--- src/rtl/led_pwm_pkg.sv ---
// rtl/led_pwm_pkg.sv - shared definitions for the LED/RGB PWM controller
// Register offsets, store-width codes, the CTRL layout and the byte-lane
// helper used by the bus decode in led_pwm_controller.
package led_pwm_pkg;

    localparam logic [3:0] CTRL_OFS  = 4'h0;
    localparam logic [3:0] DUTY_OFS  = 4'h4;
    localparam logic [3:0] PRESC_OFS = 4'h8;

    localparam logic [2:0] F3_SB = 3'b000;
    localparam logic [2:0] F3_SH = 3'b001;
    localparam logic [2:0] F3_SW = 3'b010;

    typedef struct packed {
        logic invert;
        logic enable;
    } ctrl_t;

    // Byte enables for a store; misaligned halfword/word stores and
    // unknown widths produce no enables, so the store is dropped.
    function automatic logic [3:0] store_be(input logic [2:0] funct3,
                                            input logic [1:0] ofs);
        logic [3:0] be;
        be = 4'b0000;
        case (funct3)
            F3_SB: be = 4'b0001 << ofs;
            F3_SH: be = ofs[0] ? 4'b0000 : (4'b0011 << ofs);
            F3_SW: be = (ofs == 2'b00) ? 4'b1111 : 4'b0000;
            default: be = 4'b0000;
        endcase
        return be;
    endfunction

endpackage

--- src/rtl/pwm_channel.sv ---
// rtl/pwm_channel.sv - one PWM channel: active duty, compare and pin register
// Optional build macro: LED_PWM_FADE_EN (active duty steps by 1 per wrap).
// Ports:
//   clk_i, rst_ni   clock, asynchronous active-low reset
//   enable_i        channel running; when low the pin sits at the off level
//   invert_i        active-low pin polarity
//   load_i          period wrap strobe (tick with cnt == 255)
//   cnt_i [7:0]     shared period counter
//   shadow_i [7:0]  software-written duty
//   pin_o           registered PWM pin
//   busy_o          active duty still fading toward the shadow
module pwm_channel (
    input  logic       clk_i,
    input  logic       rst_ni,
    input  logic       enable_i,
    input  logic       invert_i,
    input  logic       load_i,
    input  logic [7:0] cnt_i,
    input  logic [7:0] shadow_i,
    output logic       pin_o,
    output logic       busy_o
);

    logic [7:0] active_q, active_d;
    logic       pin_q, pin_d;

    always_comb begin
        active_d = active_q;
        // While disabled the active duty tracks the shadow so a re-enable
        // starts immediately with the programmed value.
        if (!enable_i) begin
            active_d = shadow_i;
        end else if (load_i) begin
`ifdef LED_PWM_FADE_EN
            if (active_q < shadow_i) begin
                active_d = active_q + 8'd1;
            end else if (active_q > shadow_i) begin
                active_d = active_q - 8'd1;
            end
`else
            active_d = shadow_i;
`endif
        end
        pin_d = enable_i ? ((cnt_i < active_q) ^ invert_i) : invert_i;
    end

    always_ff @(posedge clk_i or negedge rst_ni) begin
        if (!rst_ni) begin
            active_q <= 8'd0;
            pin_q    <= 1'b0;
        end else begin
            active_q <= active_d;
            pin_q    <= pin_d;
        end
    end

    assign pin_o = pin_q;

`ifdef LED_PWM_FADE_EN
    assign busy_o = (active_q != shadow_i);
`else
    assign busy_o = 1'b0;
`endif

endmodule

--- src/rtl/led_pwm_controller.sv ---
// rtl/led_pwm_controller.sv - memory-mapped PWM driver for the LED and RGB pins
// Optional build macro: LED_PWM_FADE_EN (fading duty, CTRL[2] fade_busy).
// Ports:
//   clk, rst_n      clock, asynchronous active-low reset
//   wr_en           store strobe
//   wr_addr/wr_data store byte address and lane-aligned data
//   funct3          store width (sb/sh/sw)
//   rd_addr         load byte address
//   rd_data         registered load data, valid one cycle after rd_addr
//   led/red/green/blue  PWM pins
// Registers: 0x0 CTRL {fade_busy, invert, enable}, 0x4 DUTY shadow
// {led, red, green, blue}, 0x8 PRESC divider.
module led_pwm_controller
    import led_pwm_pkg::*;
#(
    parameter logic [31:0] BASE_ADDR = 32'h0000_F000,
    parameter int          PRESC_W   = 16
) (
    input  logic        clk,
    input  logic        rst_n,
    input  logic        wr_en,
    input  logic [31:0] wr_addr,
    input  logic [31:0] wr_data,
    input  logic [2:0]  funct3,
    input  logic [31:0] rd_addr,
    output logic [31:0] rd_data,
    output logic        led,
    output logic        red,
    output logic        green,
    output logic        blue
);

    ctrl_t               ctrl_q, ctrl_d;
    logic [31:0]         duty_q, duty_d;
    logic [PRESC_W-1:0]  presc_q, presc_d;
    logic [PRESC_W-1:0]  presc_cnt_q, presc_cnt_d;
    logic [7:0]          cnt_q, cnt_d;
    logic [31:0]         rd_data_q, rd_data_d;

    logic [31:0] wr_ofs, rd_ofs;
    logic        wr_hit;
    logic [3:0]  be;
    logic [31:0] wmask;
    logic        sel_ctrl, sel_duty, sel_presc;
    logic        presc_wr;
    logic        tick, wrap;
    logic [3:0]  pins, busy;
    logic        fade_busy;

    // Subtracting the base keeps the decode valid for any base address.
    assign wr_ofs = wr_addr - BASE_ADDR;
    assign rd_ofs = rd_addr - BASE_ADDR;
    assign wr_hit = wr_en && (wr_ofs < 32'd12);
    assign be     = wr_hit ? store_be(funct3, wr_ofs[1:0]) : 4'b0000;
    assign wmask  = {{8{be[3]}}, {8{be[2]}}, {8{be[1]}}, {8{be[0]}}};

    assign sel_ctrl  = ({wr_ofs[3:2], 2'b00} == CTRL_OFS);
    assign sel_duty  = ({wr_ofs[3:2], 2'b00} == DUTY_OFS);
    assign sel_presc = ({wr_ofs[3:2], 2'b00} == PRESC_OFS);
    assign presc_wr  = sel_presc && (be != 4'b0000);

    assign tick = ctrl_q.enable && (presc_cnt_q == presc_q);
    assign wrap = tick && (cnt_q == 8'hFF);

    always_comb begin
        ctrl_d  = ctrl_q;
        duty_d  = duty_q;
        presc_d = presc_q;
        if (sel_ctrl) begin
            ctrl_d = ctrl_t'((ctrl_q & ~wmask[1:0]) | (wr_data[1:0] & wmask[1:0]));
        end
        if (sel_duty) begin
            duty_d = (duty_q & ~wmask) | (wr_data & wmask);
        end
        if (sel_presc) begin
            presc_d = (presc_q & ~wmask[PRESC_W-1:0])
                    | (wr_data[PRESC_W-1:0] & wmask[PRESC_W-1:0]);
        end
    end

    always_comb begin
        presc_cnt_d = presc_cnt_q + PRESC_W'(1);
        cnt_d       = cnt_q;
        if (!ctrl_q.enable || presc_wr || tick) begin
            presc_cnt_d = '0;
        end
        if (!ctrl_q.enable) begin
            cnt_d = 8'd0;
        end else if (tick) begin
            cnt_d = cnt_q + 8'd1;
        end
    end

    assign fade_busy = |busy;

    always_comb begin
        rd_data_d = 32'd0;
        if (rd_ofs < 32'd12) begin
            case ({rd_ofs[3:2], 2'b00})
                CTRL_OFS:  rd_data_d = {29'd0, fade_busy, ctrl_q.invert, ctrl_q.enable};
                DUTY_OFS:  rd_data_d = duty_q;
                PRESC_OFS: rd_data_d = 32'(presc_q);
                default:   rd_data_d = 32'd0;
            endcase
        end
    end

    always_ff @(posedge clk or negedge rst_n) begin
        if (!rst_n) begin
            ctrl_q      <= '0;
            duty_q      <= 32'd0;
            presc_q     <= '0;
            presc_cnt_q <= '0;
            cnt_q       <= 8'd0;
            rd_data_q   <= 32'd0;
        end else begin
            ctrl_q      <= ctrl_d;
            duty_q      <= duty_d;
            presc_q     <= presc_d;
            presc_cnt_q <= presc_cnt_d;
            cnt_q       <= cnt_d;
            rd_data_q   <= rd_data_d;
        end
    end

    // Channel i takes DUTY byte i: 3 led, 2 red, 1 green, 0 blue. Each
    // channel sees the pre-write shadow at wrap, so a same-cycle DUTY store
    // waits for the following wrap.
    for (genvar i = 0; i < 4; i++) begin : g_ch
        pwm_channel u_ch (
            .clk_i    (clk),
            .rst_ni   (rst_n),
            .enable_i (ctrl_q.enable),
            .invert_i (ctrl_q.invert),
            .load_i   (wrap),
            .cnt_i    (cnt_q),
            .shadow_i (duty_q[8*i +: 8]),
            .pin_o    (pins[i]),
            .busy_o   (busy[i])
        );
    end

    assign rd_data = rd_data_q;
    assign led     = pins[3];
    assign red     = pins[2];
    assign green   = pins[1];
    assign blue    = pins[0];

endmodule
--- config.mk ---
export PLATFORM = sky130hd
export DESIGN_NAME = led_pwm_controller
export DESIGN_NICKNAME = d
export VERILOG_FILES = /design/src/rtl/led_pwm_pkg.sv /design/src/rtl/pwm_channel.sv /design/src/rtl/led_pwm_controller.sv
export SDC_FILE = /design/constraint.sdc
export NUM_CORES = 1
export LEC_CHECK = 0
export CAP_MARGIN = 20
export CORE_ASPECT_RATIO = 0.75
export CORE_MARGIN = 2
export CORE_UTILIZATION = 52
export DETAILED_ROUTE_END_ITERATION = 10
export PLACE_DENSITY = 0.82
export SLEW_MARGIN = 20
export SYNTH_ARGS = -nofsm -noshare
export SYNTH_HDL_FRONTEND = slang
export SYNTH_SLANG_ARGS = --single-unit
--- constraint.sdc ---
create_clock -name clk -period 2.55 [get_ports clk]
set_input_delay 0.51 -clock clk [delete_from_list [all_inputs] [get_ports clk]]
set_output_delay 0.51 -clock clk [all_outputs]
set_load 0.01 [all_outputs]
==> run metrics <==
CP endpoint kind flip-flop; Via density approximately 5.5; Routed WL ~16 mm; number of flops mapped to enable cells by yosys 0; cells on worst reg2reg path 6; max_slew headroom roughly half; clock root cell clkbuf_16; Ports ~140; Syn Area/Cell ~12 sq um; CTS tree yes; first-pass GRT wire length 25.0 mm; type of origin of the critical path input pin; reg2reg setup slack ~150 ps; sequential element share of the synthesized area between 50% and 60%; Final Hold Viols 0; area of the multi-input gates between 3000 and 4000 sq um; setup tns final 0 ps; CTS Sinks ~140; Cell variety after synth 50; register area between 3000 and 4000 sq um; Max VDD drop between 0.4 and 0.5 mV; n_diodes 0; GRT busiest layer met2; CP required ~2900 ps; Synth Instances between 500 and 600; Final period util between 90% and 100%; Syn. warnings 0; outcome finished clean; met1 Usage GRT 29.7%; Num CTS Buffers 17; leakage around 4.5 nW; Clk Latency, worst-skew pair ~430 ps; Worst Slack Setup Final ~4.4 ps; initial antenna violation count 0; Pre-Repair DR Iteration Count 5; Synth Register Bits around 140; Final Slew Violations 0; Final nets 866; Die Ht around 100 um; minimum clock period approximately 2500 ps; Max-Cap Viols 0; worst slew pin tran roughly 770 ps; GR Util All Layers between 20% and 30%; die area around 14000 sq um; mapped cell area slightly below 7000 sq um; worst r2r src presc_cnt_q[14]$_DFF_PN0_; final HPWL from detailed placement between 10 and 15 mm; clock tree buffer depth 2; First DRT Iteration DRCs ~270; Port Buf Inserts ~140; fmax a little under 400 MHz; ys async rst share 100%; vias just over 5000; Hold Buf Count CTS 0; gr ovfl total 0; row count 36; Placed Area between 8000 and 9000 sq um; Placeable Area approximately 13000 sq um; Reg clk slew, reported paths 60 ps; antenna viol nets, final 0; die width roughly 140 um; Power Dens Cells ~550 nW/um^2; Finished Cell Area 9210 sq um; final number of setup-violating endpoints 0; # fillers roughly 900; FF-to-FF End g_ch[0].u_ch.active_q[6]$_DFFE_PN0P_; CP arrival about 2900 ps; utilization after layout a little under three quarters; Worst Path Class, Setup input pin to flip-flop; largest net degree at the start of global routing 67; most common cell after layout, fill and taps aside dfrtp_1; post-synth net total 709; grt met3 use under 10%; Crit Path Max Fanout 8; drt drc 0; layout cells sized above 1 19.8%; worst slack, placed -523 ps; M2 GR Usage approximately 39%; commonest cells after routing, fill and taps aside dfrtp_1 (142), clkdlybuf4s50_1 (118), mux2_2 (72); Initial Util 52.9%; placer congestion estimate 0.871; Worst Skew between 6 and 7 ps; H-tree depth 4; DR WL/cell 17.2 um; Min-Delay Path Class input pin to asynchronous set/reset pin; Area growth syn-to-layout 35.2%; Primary FF master, synth dfrtp_1; vias in the first global route 5221
worst max-delay path: stages:
cell and delay [ps]:
clkdlybuf4s50_1 420, nor4_2 270, nand2_1 120, or4b_4 540, or4_4 510, buf_12 170
mux2_4 300
cells by family (layout without fill, tap and decap cells):
| group | Yosys count | in the layout | synth area share, % |
|---|---|---|---|
| flip-flops | 142 | 142 | 52.2 |
| buffers and inverters | 56 | 225 | 3.27 |
| XOR/XNOR | 32 | 32 | 4.11 |
| AO/OA/AOI/OAI | 64 | 64 | 6.83 |
| adder cells (fa/ha/maj) | 30 | 30 | 5.51 |
| multiplexers | 86 | 86 | 14.6 |
| AND/OR/NAND/NOR | 167 | 167 | 13.5 |
Yosys cell counts (all sizes together), types with 8 or more instances:
| cell type | number | area share [%] |
|---|---|---|
| mux2 | 82 | 14 |
| nand2 | 19 | 1.0 |
| nand4 | 8 | 0.73 |
| a22oi | 14 | 1.5 |
| clkbuf | 12 | 0.66 |
| nor4 | 13 | 1.2 |
| nor3 | 9 | 0.66 |
| nand3 | 15 | 1.1 |
| a21oi | 16 | 1.2 |
| and2 | 17 | 1.6 |
| inv | 38 | 2.1 |
| nor2 | 45 | 2.5 |
| ha | 30 | 5.5 |
| dfrtp | 142 | 52 |
| xor2 | 28 | 3.6 |
worst max-delay path by stage:
stage                           end  cells past startpoint         from  slack [ps]
after floorplan           flip-flop                      6  wr_addr[19]          80
after global placement    flip-flop                      7  wr_addr[12]        -520
after detailed placement  flip-flop                      7  wr_addr[20]        -520
after CTS                 flip-flop                      7  wr_addr[10]          30
after global routing      flip-flop                      7  wr_addr[28]         -40
final                     flip-flop                      7  wr_addr[28]           4
repair_timing:
action                                  in CTS  in global routing
buffers inserted                             1                  0
gates resized for setup                      6                 22
endpoints found under the setup margin       8                 16
pin swaps                                    5                 10
power by group:
part / leakage (nW) / internal [W] / switching [W]
clock: 0.297 / 0.00163 / 0.000910
combinational: 2.17 / 0.000156 / 0.000106
sequential: 1.99 / 0.00225 / 0.00000000000277
total: 4.46 / 0.00404 / 0.00102
layer usage:
metal	share of wire, %	vias to the layer above	wire, um
li1	-	2368	-
met1	42	2507	6660
met2	49	190	7790
met3	6.7	24	1050
met4	1.6	0	249
met5	0	-	0
through the flow:
step | power, W | std cells | hold WS [ps]
4_1_cts | 0.00508 | 917 | 97.0
3_5_place_dp | 0.00255 | 885 | 477
3_3_place_gp | 0.00255 | 885 | 477
5_1_grt | 0.00521 | 917 | 124
6_report | 0.00506 | 917 | 69.5
2_1_floorplan | 0.00233 | 577 | 214
cell type report:
cell class / instances / area share, %
Multi-Input combinational cell: 379 / 33.7
Clock inverter: 10 / 1.48
Tap cell: 171 / 2.32
Sequential cell: 142 / 38.6
Inverter: 38 / 1.55
Timing Repair Buffer: 156 / 17.1
Clock buffer: 21 / 5.22
Power figures use the tool's default switching activity.
